--- src/rtl/sr_pkg.sv ---
// Shared constants and state encoding for the SR_ff PWM command driver.
// Imported by the driver top level and its configuration double buffer.
package sr_pkg;

    localparam int SR_WIDTH = 8;

    typedef enum logic {
        IDLE = 1'b0,
        RUN  = 1'b1
    } state_t;

endpackage

--- src/rtl/sr_cfg_shadow.sv ---
// Period/duty double buffer: loads land in a shadow copy and are
// moved to the active copy only when the driver asserts apply.
module sr_cfg_shadow
    import sr_pkg::*;
#(
    parameter int WIDTH = SR_WIDTH
) (
    input  logic             clk,
    input  logic             rst,
    input  logic             load,
    input  logic [WIDTH-1:0] period,
    input  logic [WIDTH-1:0] duty,
    input  logic             apply,
    output logic [WIDTH-1:0] per_a,
    output logic [WIDTH-1:0] duty_a,
    output logic             pending
);

    logic [WIDTH-1:0] period_sh;
    logic [WIDTH-1:0] duty_sh;

    // A load coincident with apply bypasses the shadow so it is used at once.
    always_ff @(posedge clk or posedge rst) begin
        if (rst) begin
            period_sh <= '0;
            duty_sh   <= '0;
            per_a     <= '0;
            duty_a    <= '0;
            pending   <= 1'b0;
        end else if (apply && load) begin
            period_sh <= period;
            duty_sh   <= duty;
            per_a     <= period;
            duty_a    <= duty;
            pending   <= 1'b0;
        end else if (apply && pending) begin
            per_a     <= period_sh;
            duty_a    <= duty_sh;
            pending   <= 1'b0;
        end else if (load) begin
            period_sh <= period;
            duty_sh   <= duty;
            pending   <= 1'b1;
        end
    end

endmodule

--- src/rtl/sr_pwm_driver.sv ---
// Generates set/reset pulse streams so a downstream SR flip-flop
// outputs PWM; s and r are mutually exclusive by construction.
module sr_pwm_driver
    import sr_pkg::*;
#(
    parameter int WIDTH = SR_WIDTH
) (
    input  logic             clk,
    input  logic             rst,
    input  logic             en,
    input  logic             load,
    input  logic [WIDTH-1:0] period,
    input  logic [WIDTH-1:0] duty,
    output logic             s,
    output logic             r,
    output logic             period_done,
    output logic             cfg_err,
    output logic             busy
);

    state_t           state;
    state_t           state_d;
    logic [WIDTH-1:0] cnt;
    logic [WIDTH-1:0] cnt_d;
    logic [WIDTH-1:0] per_a;
    logic [WIDTH-1:0] duty_a;
    logic             pending;
    logic             apply;
    logic             at_end;
    logic             s_d;
    logic             r_d;
    logic             pd_d;
    logic             err_d;

    sr_cfg_shadow #(
        .WIDTH (WIDTH)
    ) u_cfg (
        .clk     (clk),
        .rst     (rst),
        .load    (load),
        .period  (period),
        .duty    (duty),
        .apply   (apply),
        .per_a   (per_a),
        .duty_a  (duty_a),
        .pending (pending)
    );

    // State register.
    always_ff @(posedge clk or posedge rst) begin
        if (rst) begin
            state <= IDLE;
        end else begin
            state <= state_d;
        end
    end

    // Next state, counter and next pulse values from the current cnt.
    always_comb begin
        state_d = state;
        cnt_d   = cnt;
        s_d     = 1'b0;
        r_d     = 1'b0;
        pd_d    = 1'b0;
        err_d   = 1'b0;
        apply   = 1'b0;
        at_end  = (cnt == per_a);
        unique case (state)
            IDLE: begin
                apply = pending;
                cnt_d = '0;
                if (en) begin
                    if (per_a != '0) begin
                        state_d = RUN;
                    end else begin
                        err_d = 1'b1;
                    end
                end
            end
            RUN: begin
                if (!en) begin
                    state_d = IDLE;
                    cnt_d   = '0;
                    r_d     = 1'b1;
                end else begin
                    apply = at_end;
                    pd_d  = at_end;
                    cnt_d = at_end ? '0 : cnt + WIDTH'(1);
                    s_d   = (cnt == '0) && (duty_a != '0);
                    r_d   = ((cnt == '0) && (duty_a == '0))
                          || ((duty_a != '0) && (cnt == duty_a)
                              && (duty_a <= per_a));
                end
            end
            default: state_d = IDLE;
        endcase
    end

    // Registered counter and outputs.
    always_ff @(posedge clk or posedge rst) begin
        if (rst) begin
            cnt         <= '0;
            s           <= 1'b0;
            r           <= 1'b0;
            period_done <= 1'b0;
            cfg_err     <= 1'b0;
        end else begin
            cnt         <= cnt_d;
            s           <= s_d;
            r           <= r_d;
            period_done <= pd_d;
            cfg_err     <= err_d;
        end
    end

    assign busy = (state == RUN);

endmodule
--- config.mk ---
export PLATFORM = sky130hd
export DESIGN_NAME = sr_pwm_driver
export DESIGN_NICKNAME = d
export VERILOG_FILES = /design/src/rtl/sr_pkg.sv /design/src/rtl/sr_cfg_shadow.sv /design/src/rtl/sr_pwm_driver.sv
export SDC_FILE = /design/constraint.sdc
export NUM_CORES = 1
export LEC_CHECK = 0
export CORE_MARGIN = 2
export CORE_UTILIZATION = 30
export DETAILED_ROUTE_END_ITERATION = 10
export HOLD_SLACK_MARGIN = 0.08
export PLACE_DENSITY = 0.49
export SLEW_MARGIN = 20
export SYNTH_ARGS = -nofsm -noshare
export SYNTH_HDL_FRONTEND = slang
export SYNTH_SLANG_ARGS = --single-unit
export TNS_END_PERCENT = 100
--- constraint.sdc ---
create_clock -name clk -period 2.35 [get_ports clk]
set_input_delay 0.3525 -clock clk [delete_from_list [all_inputs] [get_ports clk]]
set_output_delay 0.3525 -clock clk [all_outputs]
set_load 0.05 [all_outputs]
==> flow_summary.yaml <==
global_routing:
  grt-ovfl-total: 0
  track_usage_pct: 13.4
  grt_pass1_vias: 1923
  grt_pass1_wl_mm: 10.2
  antenna_found_initial: 0
  grt_max_degree: 47
critical_path:
  rr_startpoint: "u_cfg.per_a[2]$_DFFE_PP0N_"
  path_class: "reg2reg"
  cp-start-kind: "register"
  rrSetupSlack_ps: 310
  reg2reg_depth: 6
  r2r-end: "r$_DFF_PP0_"
  crit_arrival_ps: 2250
  cp_max_fo: 5
  cp-end-kind: "register"
  required_ps: 2560
synth:
  yosysTopAreaCell: "dfrtp_1"
  ys.flop_type: "dfrtp_1"
  synthTopCellsByArea: "dfrtp_1 44%, o221ai_1 5.0%, ha_1 4.8%"
  synth_nets: 290
  synth_edf_count: 0
  synthDistinctLibCells: 44
  netlist_area_um2: 2610
  ys_ff_latch: 46
  ys_seq_area_share_pct: 44.2
  yosysMostFrequentCell: "dfrtp_1"
  yosysWarnings: 0
  async_flop_share_pct: 100
  syn_avg_cell_area_um2: 10.0
  synth_top_cell_area_share_pct: 44.2
  netlist_top_cells_count: "46 x dfrtp_1, 31 x nand2_1, 16 x nor2_1"
  netlist_instances: 260
power_and_ir_drop:
  power_frac_clock_pct: 19.9
  pwr-share-seq_pct: 47.1
  swShare_pct: 37.0
  power.leakage_nw: 1.34
  vdd_drop_max_mv: 0.288
  power_w: 0.00258
  p_int_w: 0.00162
  p_sw_w: 0.000953
  power.share.combinational_pct: 33.0
  p_per_area_nw_per_um2: 843
sta:
  whs_ps: 502
  tns_ps: 0
  rsz0062_at_grt: "no"
  slew_headroom_pct: 56.8
  skew_ps: 6.25
  min_period_ps: 2040
  fin_crit_sh_pct: 86.7
  finalHoldViolations: 0
  setup_viol: 0
  worst_pin_slew_ps: 648
  max_freq_mhz: 491
  drv_slew: 0
floorplanning:
  core_area_um2: 8550
  die_w_um: 97.2
  boundaryPins: 25
  rows: 34
  die_area_um2: 9450
  start_util_pct: 30.5
  die_h_um: 97.2
routing:
  postRouteAntennaNets: 0
  vias: 1962
  vias_per_cell: 5.01
  avgRoutedWirePerCell_um: 15.1
  dr.pass1.iters: 4
  drt_iter0_drc: 84
  remaining_drc_errors: 0
  routed_wl_mm: 5.92
placement:
  portBuffers: 24
  placed_cell_area_um2: 2960
  gp_congestion: 0.805
  dp_hpwl_mm: 4.27
layout:
  area_delta_synth_final_pct: 17.3
  layout.nets: 313
  drive_gt1_share_pct: 11.6
  post-route-util_pct: 35.8
  diodes: 0
  post-route-cell-area_um2: 3060
cts:
  path_clk_slew_ps: 90
  cts_tree: "yes"
  cts_buffers: 5
  cts_setup_buffers: 0
  clock-sinks: 46
  hold_buffers: 0
  insertion_delay_ps: 300
  cts_resized: 0
  clockRootBuffer: "clkbuf_8"
  h-tree-depth: 2
  cts.path.max_buffers: 2
min_path:
  hp-start: "u_cfg.period_sh[3]$_DFFE_PP0P_"
  min_path_type: "reg2reg"
  hold_end: "u_cfg.period_sh[3]$_DFFE_PP0P_"
  min_path_cells: 1
run_status:
  status: "finished clean"
job:
  drv_cap: 0
power groups by stage:
| stage | logic, W | registers [W] | clock network, W |
|---|---|---|---|
| finish | 0.000851 | 0.00121 | 0.000513 |
| detailed placement | 0.000861 | 0.00123 | 0 |
| global placement | 0.000834 | 0.00123 | 0 |
| global route | 0.000974 | 0.00124 | 0.000571 |
| CTS | 0.000866 | 0.00121 | 0.000535 |
| floorplan | 0.000669 | 0.00115 | 0 |
critical path, cell delays in order, from the launching register on:
cell	delay (ps)
dfrtp_1	450
inv_1	80
ha_1	310
a21o_1	180
a221o_1	340
a221o_1	370
a211oi_2	220
through the flow:
step / cells / worst slack, ps
floorplan: 260 / 508
global placement: 384 / 257
detailed placement: 384 / 195
CTS: 392 / 293
global route: 392 / 174
finish: 392 / 313
how the worst max path moves through the flow:
stage                               startpoint                          end  slack (ps)  depth (start not counted)
CTS                 u_cfg.per_a[2]$_DFFE_PP0N_                  r$_DFF_PP0_         290                          6
detailed placement                          en  u_cfg.duty_a[3]$_DFFE_PP0N_         200                          4
finish              u_cfg.per_a[2]$_DFFE_PP0N_                  r$_DFF_PP0_         310                          6
global placement                            en    u_cfg.pending$_DFFE_PP0P_         260                          4
global route        u_cfg.per_a[2]$_DFFE_PP0N_                  r$_DFF_PP0_         170                          6
floorplan           u_cfg.per_a[2]$_DFFE_PP0N_                  r$_DFF_PP0_         510                          6
cells by family (layout without fill, tap and decap cells):
family | Yosys count | count (layout) | synth area share (%)
and+or+nand+nor | 88 | 88 | 17.9
AOI/OAI and AO/OA | 55 | 55 | 17.0
DFF | 46 | 46 | 44.2
buffers and inverters | 31 | 55 | 4.99
xor gates and xnor gates | 22 | 22 | 7.68
adders and majority gates | 10 | 10 | 4.80
muxes | 8 | 8 | 3.46
layout by cell type, fill, tap and decap left out, types with 3 or more instances in the layout:
master           netlist  routed
dfrtp_1               46      46
nand2_1               31      31
clkdlybuf4s50_1        0      24
o221ai_1              15      15
nor2_1                16      15
inv_1                 15      14
xor2_1                13      13
a21o_1                11      11
nor2b_1               10      10
ha_1                  10      10
xnor2_1                8       8
a22oi_1                8       8
mux2_2                 8       8
a21oi_1                8       8
nor3b_1                7       7
buf_4                  0       7
nand3_1                6       6
clkbuf_8               0       6
and3_1                 3       3
a31oi_1                3       3
flip-flops by register name, summed over array words and instances, names as in the netlist:
signal,count
busy,1
cfg_err,1
cnt,8
period_done,1
r,1
s,1
u_cfg.duty_a,8
u_cfg.duty_sh,8
u_cfg.pending,1
u_cfg.per_a,8
u_cfg.period_sh,8
final cells by class:
class	count	area (um^2)
Clock buffer	7	86.3
Sequential cell	46	1150
Multi-Input combinational cell	183	1330
Timing Repair Buffer	31	293
Fill cell	878	5490
Tap cell	108	135
Clock inverter	1	5.00
Inverter	16	60.1
metal layers:
metal / GRT usage, % / wire, um / up-vias
met3: 2.23 / 192 / 6
met1: 18.1 / 2760 / 954
li1: - / - / 971
met5: 0 / 0 / -
met4: 4.88 / 91 / 0
met2: 21.5 / 2870 / 31
No activity file was read; power rests on OpenSTA's default activity.
